`src/rtl/uart_arb_pkg.sv`:
```
// Shared definitions for the uart_tx round-robin arbiter: FSM state encoding and
// the requester-index width helper.
package uart_arb_pkg;

    typedef enum logic [2:0] {
        IDLE    = 3'd0,
        ACCEPT  = 3'd1,
        SEND    = 3'd2,
        WAIT_HI = 3'd3,
        WAIT_LO = 3'd4,
        HOLD    = 3'd5
    } arb_state_e;

    // Width of a requester index; never narrower than one bit.
    function automatic int unsigned id_w(input int unsigned n);
        return (n > 1) ? $clog2(n) : 1;
    endfunction

endpackage

```
`src/rtl/rr_priority_select.sv`:
```
// Rotating priority encoder: picks the first set bit of req, starting at ptr and
// wrapping around. Purely combinational.
module rr_priority_select
    import uart_arb_pkg::*;
#(
    parameter int unsigned N   = 4,
    parameter int unsigned IDW = 2
) (
    input  logic [N-1:0]   req,
    input  logic [IDW-1:0] ptr,
    output logic           found,
    output logic [IDW-1:0] idx
);

    int unsigned    pos;
    logic [IDW-1:0] cand;

    // Scan from the farthest offset down to ptr itself so the nearest request wins.
    always_comb begin
        found = |req;
        idx   = '0;
        pos   = 0;
        cand  = '0;
        for (int unsigned k = 0; k < N; k++) begin
            pos  = (32'(ptr) + N - 1 - k) % N;
            cand = IDW'(pos);
            if (req[cand]) begin
                idx = cand;
            end
        end
    end

endmodule

```
`src/rtl/uart_tx_arbiter.sv`:
```
// Shares one uart_tx between NUM_REQ byte-stream requesters: round-robin between
// packets, with the grant locked to one requester until it sends its last byte.
module uart_tx_arbiter
    import uart_arb_pkg::*;
#(
    parameter int unsigned NUM_REQ      = 4,
    parameter int unsigned PAYLOAD_BITS = 8,
    parameter int unsigned LOCK_TIMEOUT = 0
) (
    input  logic                            clk,
    input  logic                            resetn,
    input  logic [NUM_REQ-1:0]              req_valid,
    input  logic [NUM_REQ-1:0]              req_last,
    input  logic [NUM_REQ*PAYLOAD_BITS-1:0] req_data,
    output logic [NUM_REQ-1:0]              req_ready,
    input  logic                            uart_tx_busy,
    output logic                            uart_tx_en,
    output logic [PAYLOAD_BITS-1:0]         uart_tx_data,
    output logic [id_w(NUM_REQ)-1:0]        grant_id,
    output logic                            grant_active,
    output logic                            lock_dropped
);

    localparam int unsigned ID_W = id_w(NUM_REQ);
    localparam int unsigned TO_W = (LOCK_TIMEOUT > 1) ? $clog2(LOCK_TIMEOUT) : 1;
    localparam logic [TO_W-1:0] TO_LAST = TO_W'(LOCK_TIMEOUT - 1);
    localparam logic [ID_W-1:0] ID_MAX  = ID_W'(NUM_REQ - 1);

    arb_state_e        state;
    logic [ID_W-1:0]   rr_ptr;
    logic              last_q;
    logic [TO_W-1:0]   to_cnt;
    logic              sel_found;
    logic [ID_W-1:0]   sel_idx;
    logic [ID_W-1:0]   next_ptr;

    logic [PAYLOAD_BITS-1:0] data_arr [NUM_REQ];

    for (genvar g = 0; g < NUM_REQ; g++) begin : g_unpack
        assign data_arr[g] = req_data[g*PAYLOAD_BITS +: PAYLOAD_BITS];
    end

    assign next_ptr = (grant_id == ID_MAX) ? '0 : grant_id + 1'b1;

    rr_priority_select #(
        .N   (NUM_REQ),
        .IDW (ID_W)
    ) u_select (
        .req   (req_valid),
        .ptr   (rr_ptr),
        .found (sel_found),
        .idx   (sel_idx)
    );

    always_ff @(posedge clk or negedge resetn) begin
        if (!resetn) begin
            state        <= IDLE;
            rr_ptr       <= '0;
            grant_id     <= '0;
            grant_active <= 1'b0;
            req_ready    <= '0;
            uart_tx_en   <= 1'b0;
            uart_tx_data <= '0;
            last_q       <= 1'b0;
            lock_dropped <= 1'b0;
            to_cnt       <= '0;
        end else begin
            req_ready    <= '0;
            lock_dropped <= 1'b0;
            case (state)
                IDLE: begin
                    if (sel_found) begin
                        grant_id     <= sel_idx;
                        grant_active <= 1'b1;
                        req_ready    <= NUM_REQ'(1) << sel_idx;
                        state        <= ACCEPT;
                    end
                end
                ACCEPT: begin
                    uart_tx_data <= data_arr[grant_id];
                    last_q       <= req_last[grant_id];
                    uart_tx_en   <= !uart_tx_busy;
                    state        <= SEND;
                end
                SEND: begin
                    // The strobe is registered, so it is launched only after seeing busy low.
                    if (uart_tx_en) begin
                        uart_tx_en <= 1'b0;
                        state      <= WAIT_HI;
                    end else if (!uart_tx_busy) begin
                        uart_tx_en <= 1'b1;
                    end
                end
                WAIT_HI: begin
                    if (uart_tx_busy) begin
                        state <= WAIT_LO;
                    end
                end
                WAIT_LO: begin
                    if (!uart_tx_busy) begin
                        if (last_q) begin
                            grant_active <= 1'b0;
                            rr_ptr       <= next_ptr;
                            state        <= IDLE;
                        end else begin
                            to_cnt <= '0;
                            state  <= HOLD;
                        end
                    end
                end
                HOLD: begin
                    if (req_valid[grant_id]) begin
                        req_ready <= NUM_REQ'(1) << grant_id;
                        to_cnt    <= '0;
                        state     <= ACCEPT;
                    end else if (LOCK_TIMEOUT != 0 && to_cnt == TO_LAST) begin
                        lock_dropped <= 1'b1;
                        grant_active <= 1'b0;
                        rr_ptr       <= next_ptr;
                        to_cnt       <= '0;
                        state        <= IDLE;
                    end else if (LOCK_TIMEOUT != 0) begin
                        to_cnt <= to_cnt + 1'b1;
                    end
                end
                default: state <= IDLE;
            endcase
        end
    end

endmodule

```
`config.mk`:
```
export PLATFORM = sky130hd
export DESIGN_NAME = uart_tx_arbiter
export DESIGN_NICKNAME = d
export VERILOG_FILES = /design/src/rtl/uart_arb_pkg.sv /design/src/rtl/rr_priority_select.sv /design/src/rtl/uart_tx_arbiter.sv
export SDC_FILE = /design/constraint.sdc
export NUM_CORES = 1
export LEC_CHECK = 0
export BUFFER_PORTS_ARGS = -buffer_cell sky130_fd_sc_hd__clkbuf_2
export CAP_MARGIN = 20
export CORE_MARGIN = 5
export CORE_UTILIZATION = 50
export CTS_CLUSTER_DIAMETER = 100
export DETAILED_ROUTE_END_ITERATION = 12
export PLACE_DENSITY = 0.84
export SLEW_MARGIN = 20
export SYNTH_ARGS = -nofsm -noshare
export SYNTH_HDL_FRONTEND = slang
export SYNTH_SLANG_ARGS = --single-unit
export TNS_END_PERCENT = 30
```
`constraint.sdc`:
```
create_clock -name clk -period 3.7 [get_ports clk]
set_input_delay 0.185 -clock clk [delete_from_list [all_inputs] [get_ports clk]]
set_output_delay 0.185 -clock clk [all_outputs]
set_load 0.02 [all_outputs]
```
Word level (Yosys, flattened, before mapping)
Index checks and enable logic that the tools add are counted.

Bitwise logic cells: 2. $add $sub $neg: 6. Reduce and logical (&&, ||, !) cells: 9. Equality and inequality tests: 12. Multiplexer cells: 37. Magnitude comparators: 6. Shifts and indexed selects: 2.

Operators with widths (number): $mux W3 (6); $pmux W3 S6 (1); $bmux W8 S2 (1); $mux W8 (2); $lt A2 B3 Y1 const B (5); $bmux W1 S2 (6); $ne A2 B2 Y1 const B (6); $mux W1 (11); $mux W2 (5); $mux W4 (2); $pmux W4 S2 (1); $shl A1 B2 Y4 const A (2); $eq A3 B2 Y1 const B (2); $eq A3 B3 Y1 const B (2); $reduce_and A5 Y1 (1); $add A2 B1 Y2 const B (2); $pmux W1 S2 (2); $reduce_and A4 Y1 (1); $reduce_bool A2 Y1 (2); $reduce_or A4 Y1 (1); $sub A2 B1 Y2 const B (2); $sub A2 B2 Y2 const B (2); $eq A3 B1 Y1 const B (1); $ge A3 B3 Y1 const B (1); 7 further kinds (7).

Output and inout bits: 17. Register bits: 22. Word-level logic and storage cells: 82.

Logic depth before layout (Yosys ltp)
Gate-level depths: netlist (run 1).

Depth after elaboration: 11. Gate-level depth with buffers: 5.

Hierarchy
A second synthesis (run 1) with hierarchy kept.

Cells, all modules: 105. Area, all modules: 1360.1 sq um.

Modules (own cells, without submodules): uart_tx_arbiter (area an instance 1287.5 sq um, sequential area each 550.5 sq um, cells an instance 93, times used 1); rr_priority_select (area an instance 72.6 sq um, sequential area each 0.0 sq um, cells an instance 12, times used 1).

Worst setup path before layout (run 1)
Ideal clock, no wire load.

Kind: register to register. Start: register grant_id[0]. End: register last_q. Slack: 2.079 ns. Arrival: 1.496 ns. Path buffers: 1. Cell stages (with the launch flop): 4. Path through: dfrtp_1 -> buf_6 -> mux4_2 -> mux2_2.

Cells in the longest elaborated chain, start to end: 2.

Ends and longest elaborated chain: start: declaration (RTL line uart_tx_arbiter.sv:19) `output logic [id_w(NUM_REQ)-1:0] grant_id,`; start signal: assignment (RTL line uart_tx_arbiter.sv:73) `grant_id <= sel_idx;`; $bmux W1 S2 (RTL line uart_tx_arbiter.sv:81) `last_q <= req_last[grant_id];`; $mux W1 (implied by the code) (RTL line uart_tx_arbiter.sv:81); end signal: assignment (RTL line uart_tx_arbiter.sv:81); end: declaration (RTL line uart_tx_arbiter.sv:31) `logic last_q;`.

Every way passes these cells. The select of a mux whose other input is x is not followed. A chain may end at the register's enable or synchronous reset.

Worst setup path after layout (run 1)
Start: register grant_id[0]. End: register uart_tx_data[0].

Cells in the longest elaborated chain, start to end: 4.

Ends and longest elaborated chain: $not A2 Y3 (implied by the code) (RTL line uart_tx_arbiter.sv:80) `uart_tx_data <= data_arr[grant_id];`; $bmux W8 S2 (RTL line uart_tx_arbiter.sv:80); $mux W8 (implied by the code) (2 in a row) (RTL line uart_tx_arbiter.sv:80); end signal: assignment (RTL line uart_tx_arbiter.sv:80); end: declaration (RTL line uart_tx_arbiter.sv:18) `output logic [PAYLOAD_BITS-1:0] uart_tx_data,`.

Every way passes these cells. The select of a mux whose other input is x is not followed.

==> results.json, run 1 <==
{
  "cts_tree": "built",
  "total_vias_in_the_final_route": 1165,
  "insertion_delay_to_the_later_sink_of_the_worst_skew_pair_ns": 0.31,
  "worst_slew_margin_rel_pct": 53.39,
  "routed_via_count_divided_by_cell_count": 5.711,
  "worstHoldPathType": "in -> reg",
  "finalCritPeriodShare_pct": 48.90,
  "report.power.total_mw": 1.308,
  "final_core_utilization_pct": 64.28,
  "power.density_cell_area_mw_per_mm2": 757.8,
  "cell_internal_pwr_uw": 781.8,
  "routed_wl_um": 3423,
  "design_area_mm2": 0.001727,
  "io_buffers": 58,
  "power.sequential.fraction_pct": 37.8,
  "max_cap_violations": 0,
  "drc": 0,
  "first_global_vias": 1267,
  "timing.fmax_mhz": 552.7,
  "worstSetupEndpointType": "register",
  "critPathArrivalTime_ns": 2.03,
  "dr.pass1.iters": 4,
  "post_drt_wl_per_cell_um": 16.78,
  "max-clock-path-buffers": 2,
  "finalHoldViolations": 0,
  "grt_setup_unrepaired": "false",
  "grt_start_max_net_pins": 23,
  "globalRouteTotalUtil_pct": 18.52,
  "syn-mean-instance-area_um2": 11.86,
  "timing_max_transition_violations_final": 0,
  "holdWs_ns": 0.2594,
  "ys_ff_latch": 22,
  "mappedNetlistArea_mm2": 0.001364,
  "cpLargestDelayFamily": "multiplexers",
  "globalplace.congestion": 0.8291,
  "site_row_count": 19,
  "worst-path-buf-inv": 0,
  "timing.setup.critical_path_class": "reg -> reg",
  "die-height_um": 62.23,
  "synthesis.nets": 162,
  "dpl.hpwl_um": 2747,
  "floorplan.initialDensity_pct": 50.77,
  "detail_route.iter0.violations": 22,
  "grt_antenna_before_repair": 0,
  "power.share.combinational_pct": 47.8,
  "stage_delay_of_the_slowest_cell_on_the_critical_path_ns": 0.82,
  "ir_worst_vdd_uv": 579.3,
  "number_of_hold_repair_buffers_added_at_the_cts_stage": 1,
  "ctsRootBufferMaster": "clkbuf_4",
  "post-route-min-period_ns": 1.809,
  "cts.repair.resized": 0,
  "clk_transition_reported_paths_ns": 0.13,
  "max_slew.worst_pin.slew_ns": 0.6991,
  "ant_nets_after_route": 0,
  "dpl_cell_area_mm2": 0.001664,
  "synth_warnings": 0,
  "critical_path.startpoint_type": "register",
  "switching_share_pct": 40.25,
  "netlist_instances": 115,
  "cts_inserted_buffers": 3,
  "synthDistinctLibCells": 36,
  "ant_cells": 0,
  "result_of_the_run": "finished clean",
  "critical-path-slowest-cell": "dfrtp_1",
  "fp.coreArea_mm2": 0.002686,
  "num-fill-cells": 222,
  "worst_path_required_time_ns": 3.92,
  "timing.critical_path.cells": "mux4_1 -> mux2_2",
  "area.growth.synth_to_final_pct": 26.61,
  "num-nets-final": 221,
  "skew_ns": 0.003915,
  "drive_above_1_share_pct": 51.45,
  "floorplan.die.width_um": 62.23,
  "critical_path_peak_fanout": 15,
  "first_pass_grt_wire_length_um": 5844,
  "clock_power_share_pct": 14.4,
  "switchingPower_uw": 526.6,
  "clock_tree.htree_level_count": 1,
  "total_congestion_overflow_after_global_routing": 0,
  "cts.repair_timing.setup_buffer_count": 0,
  "post_synthesis_sequential_area_ratio_pct": 40.37,
  "setup_tns_ns": 0,
  "io-pin-count": 60,
  "final-setup-viol-count": 0,
  "design.die.area_mm2": 0.003872,
  "p_leak_nw": 0.8447,
  "cts_num_sinks": 22
}
==> sequential cells by signal, indices dropped and copies added (netlist names) <==
signal	cells
req_ready	4
rr_ptr	2
uart_tx_en	1
last_q	1
grant_active	1
state	3
grant_id	2
uart_tx_data	8
==> power by group through the flow <==
stage	registers, mW	logic (mW)	clock network, mW
detailed placement	0.501	0.629	0
global placement	0.488	0.604	0
finish	0.494	0.626	0.188
global route	0.522	0.683	0.209
floorplan	0.518	0.426	0
CTS	0.496	0.633	0.189
==> worst min-delay path: cells and delay by family <==
kind	cells	cell delay, ns
buf+inv	1	0.14
simple gates	2	0.23
==> metal layers <==
layer,global-route usage [%],wire [um],vias to the layer above
met3,4.685,161,4
met2,34.07,1966,26
li1,-,-,546
met1,20.09,1266,589
met5,0,0,-
met4,6.775,29,0
==> synthesized netlist by cell type <==
master / number / share of area [%]
and3_4: 1 / 0.83
o22ai_1: 1 / 0.46
nor2_1: 10 / 2.8
nor3b_1: 2 / 1.1
o31ai_1: 2 / 1.1
nor4_2: 1 / 0.92
buf_2: 2 / 0.73
mux4_2: 9 / 15
buf_6: 1 / 0.83
o21ai_0: 3 / 1.1
conb_1: 1 / 0.27
buf_4: 1 / 0.55
nand2_1: 5 / 1.4
mux4_1: 1 / 1.9
a21boi_0: 1 / 0.55
clkbuf_1: 2 / 0.55
nor3_2: 1 / 0.73
ha_1: 4 / 3.7
nand2b_1: 5 / 2.3
inv_1: 5 / 1.4
mux2i_1: 2 / 1.5
a221o_2: 1 / 0.83
and2b_1: 1 / 0.55
nor4_1: 1 / 0.46
a32o_1: 2 / 1.5
a31oi_1: 1 / 0.46
and4b_1: 1 / 0.73
a21oi_1: 7 / 2.6
and3_2: 1 / 0.55
mux2_2: 11 / 9.1
a21o_1: 1 / 0.55
nor3_1: 2 / 0.73
or2_4: 1 / 0.64
or3_1: 2 / 0.92
a211o_1: 1 / 0.64
dfrtp_1: 22 / 40
==> logic make-up after synthesis <==
group,share of synthesized area [%]
AOI/OAI and AO/OA,9.725
adders and majority gates,3.670
buffers and inverters,4.037
DFF,40.37
muxes,27.34
other,0.2750
and+or+nand+nor,14.59
==> per-stage QoR <==
stage / setup slack [ns] / instances
3_5_place_dp: 1.880 / 199
2_1_floorplan: 2.079 / 115
3_3_place_gp: 1.924 / 199
4_1_cts: 1.859 / 204
6_report: 1.891 / 204
5_1_grt: 1.766 / 204
==> area by class of cell <==
cell class | count | area (um2) | share of cell area, %
Multi-Input combinational cell | 82 | 758.2 | 43.91
Clock buffer | 3 | 22.52 | 1.304
Tap cell | 31 | 38.79 | 2.246
Inverter | 5 | 18.77 | 1.087
Timing Repair Buffer | 60 | 307.8 | 17.83
Clock inverter | 1 | 30.03 | 1.739
Sequential cell | 22 | 550.5 | 31.88
==> path summary, 6_finish.rpt <==
path,endpoint,cells after the start,startpoint,slack (ns)
worst max-delay path,uart_tx_data[0],2,grant_id[0],1.89
worst min-delay path,state[1],3,uart_tx_busy,0.26
worst max register to register,uart_tx_data[0],2,grant_id[0],1.89
worst min register to register,uart_tx_data[2],1,uart_tx_data[2],0.53
max in group asynchronous,state[1],2,resetn,2.95
min in group asynchronous,grant_id[0],2,resetn,0.38
==> placed cells by master, fill, tap and decap left out, types with 4 or more instances in the layout <==
master	instances
nand2_1	5
clkbuf_2	58
nand2b_1	5
mux2_2	11
mux4_2	9
a21oi_1	7
inv_1	5
dfrtp_1	22
nor2_1	10
ha_1	4
Power figures use the tool's default switching activity.
==> inputs of run 2 (changes only) <==
Settings changed: CORE_UTILIZATION 50 to 42, PLACE_DENSITY 0.84 to 0.75.
Clock period 3.7 ns to 1.6 ns, I/O delays scaled along.
==> results.json, run 2 (synthesis gave the netlist of run 1 again) <==
{
  "worstHoldPathType": "in -> reg",
  "finalHoldViolations": 0,
  "dr.pass1.iters": 4,
  "timing.setup.critical_path_class": "reg -> reg",
  "critical-path-slowest-cell": "dfrtp_4",
  "cts_num_sinks": 22,
  "area.growth.synth_to_final_pct": 30.83,
  "ant_cells": 0,
  "grt_antenna_before_repair": 0,
  "floorplan.initialDensity_pct": 44.31,
  "timing.fmax_mhz": 644.1,
  "layout_common_cells": "58 x clkbuf_2, 21 x dfrtp_1, 11 x mux2_2",
  "skew_ns": 0.004811,
  "dpl.hpwl_um": 2750,
  "largest_register": "uart_tx_data",
  "globalplace.congestion": 0.8062,
  "worstSetupEndpointType": "register",
  "design.die.area_mm2": 0.004487,
  "total_vias_in_the_final_route": 1166,
  "power.density_cell_area_mw_per_mm2": 1753,
  "worst_path_required_time_ns": 1.83,
  "first_global_vias": 1261,
  "io_buffers": 58,
  "critPathArrivalTime_ns": 1.78,
  "stage_delay_of_the_slowest_cell_on_the_critical_path_ns": 0.59,
  "ir_worst_vdd_uv": 708.0,
  "post-route-min-period_ns": 1.553,
  "result_of_the_run": "finished clean",
  "floorplan.die.width_um": 66.99,
  "clock_tree.htree_level_count": 1,
  "worst_slew_margin_rel_pct": 64.11,
  "dpl.cell_count": 217,
  "routed_via_count_divided_by_cell_count": 5.252,
  "total_congestion_overflow_after_global_routing": 0,
  "site_row_count": 20,
  "ctsRootBufferMaster": "clkbuf_4",
  "insertion_delay_to_the_later_sink_of_the_worst_skew_pair_ns": 0.32,
  "most_common_cell_after_layout_fill_and_taps_aside": "clkbuf_2",
  "num-nets-final": 226,
  "max_cap_violations": 0,
  "critical_path_peak_fanout": 15,
  "ant_nets_after_route": 0,
  "grt_setup_unrepaired": "false",
  "timing.critical_path.cells": "mux4_1 -> mux2_2",
  "max-clock-path-buffers": 2,
  "dpl_cell_area_mm2": 0.001719,
  "p_leak_nw": 0.8688,
  "drc": 0,
  "drive_above_1_share_pct": 53.37,
  "cts_tree": "built",
  "die-height_um": 66.99,
  "timing_max_transition_violations_final": 0,
  "final_cell_count_no_fill": 222,
  "post_drt_wl_per_cell_um": 15.10,
  "routed_wl_um": 3352,
  "detail_route.iter0.violations": 54,
  "final-setup-viol-count": 0,
  "first_pass_grt_wire_length_um": 5561,
  "max_slew.worst_pin.slew_ns": 0.5383,
  "critical_path.startpoint_type": "register",
  "design_area_mm2": 0.001784,
  "grt_start_max_net_pins": 23,
  "clk_transition_reported_paths_ns": 0.13,
  "finalCritPeriodShare_pct": 97.03,
  "fp.coreArea_mm2": 0.003078,
  "largest_register_ffs": 8,
  "io-pin-count": 60,
  "globalRouteTotalUtil_pct": 16.59,
  "setup_tns_ns": 0,
  "biggestRegsByFlops": "uart_tx_data: 8 flops, req_ready: 4 flops, state: 3 flops",
  "cts_inserted_buffers": 3,
  "num-fill-cells": 277
}
## run 2: changes by cell type in the layout (fill, tap and decap cells not counted), sizes merged
cell,previous run,this run
buf,1,6
## run 2: routing by layer
layer	share of wire (%)	up-vias	global-route usage [%]
li1	-	557	-
met1	39	558	18.28
met2	52	42	29.70
met3	6.7	9	4.384
met4	2.4	0	7.089
met5	0	-	0
## run 2: report_power, final
group	switching (mW)	internal, mW
Sequential	0.228	0.810
Clock	0.183	0.254
Combinational	0.829	0.824
## run 2: repair_timing
item,4_1_cts,5_1_grt
endpoints found under the setup margin,1,0
buffers inserted,0,0
hold buffers,1,0
hold endpoints to repair,22,0
resized for setup,1,0
## run 2: per-stage QoR
stage | util, % | setup slack, ns | power [mW] | hold slack, ns
final | 57.97 | 0.04746 | 3.128 | 0.1463
after global routing | 57.97 | 0.01184 | 3.358 | 0.1272
after CTS | 57.97 | 0.02875 | 3.156 | 0.1313
after detailed placement | 55.85 | -0.008488 | 2.706 | 0.09484
after global placement | 55.85 | 0.03006 | 2.612 | 0.09203
after floorplan | - | -0.01579 | 2.187 | -0.2156
## run 2: path summary, 6_finish.rpt
check / depth (start not counted) / slack (ns) / start / end
setup / recovery: 2 / 0.05 / grant_id[0] / uart_tx_data[0]
hold / removal: 3 / 0.15 / uart_tx_busy / state[1]
setup reg to reg: 2 / 0.05 / grant_id[0] / uart_tx_data[0]
hold reg to reg: 1 / 0.52 / uart_tx_data[4] / uart_tx_data[4]
max in group asynchronous: 2 / 0.95 / resetn / grant_id[0]
min in group asynchronous: 2 / 0.25 / resetn / req_ready[1]
## run 2: layout make-up
cell class,count,area [um2],area share [%]
multi-input combinational,82,758.2,42.50
inverter,5,18.77,1.052
clock buffer,3,22.52,1.262
clock inverter,1,30.03,1.683
tap,44,55.05,3.086
sequential,22,554.3,31.07
timing repair buffer,65,345.3,19.35
## run 2: worst max-delay path, delay by kind of cell (launching register included)
family | cells | cell delay, ns
muxes | 2 | 0.86
DFF | 1 | 0.59
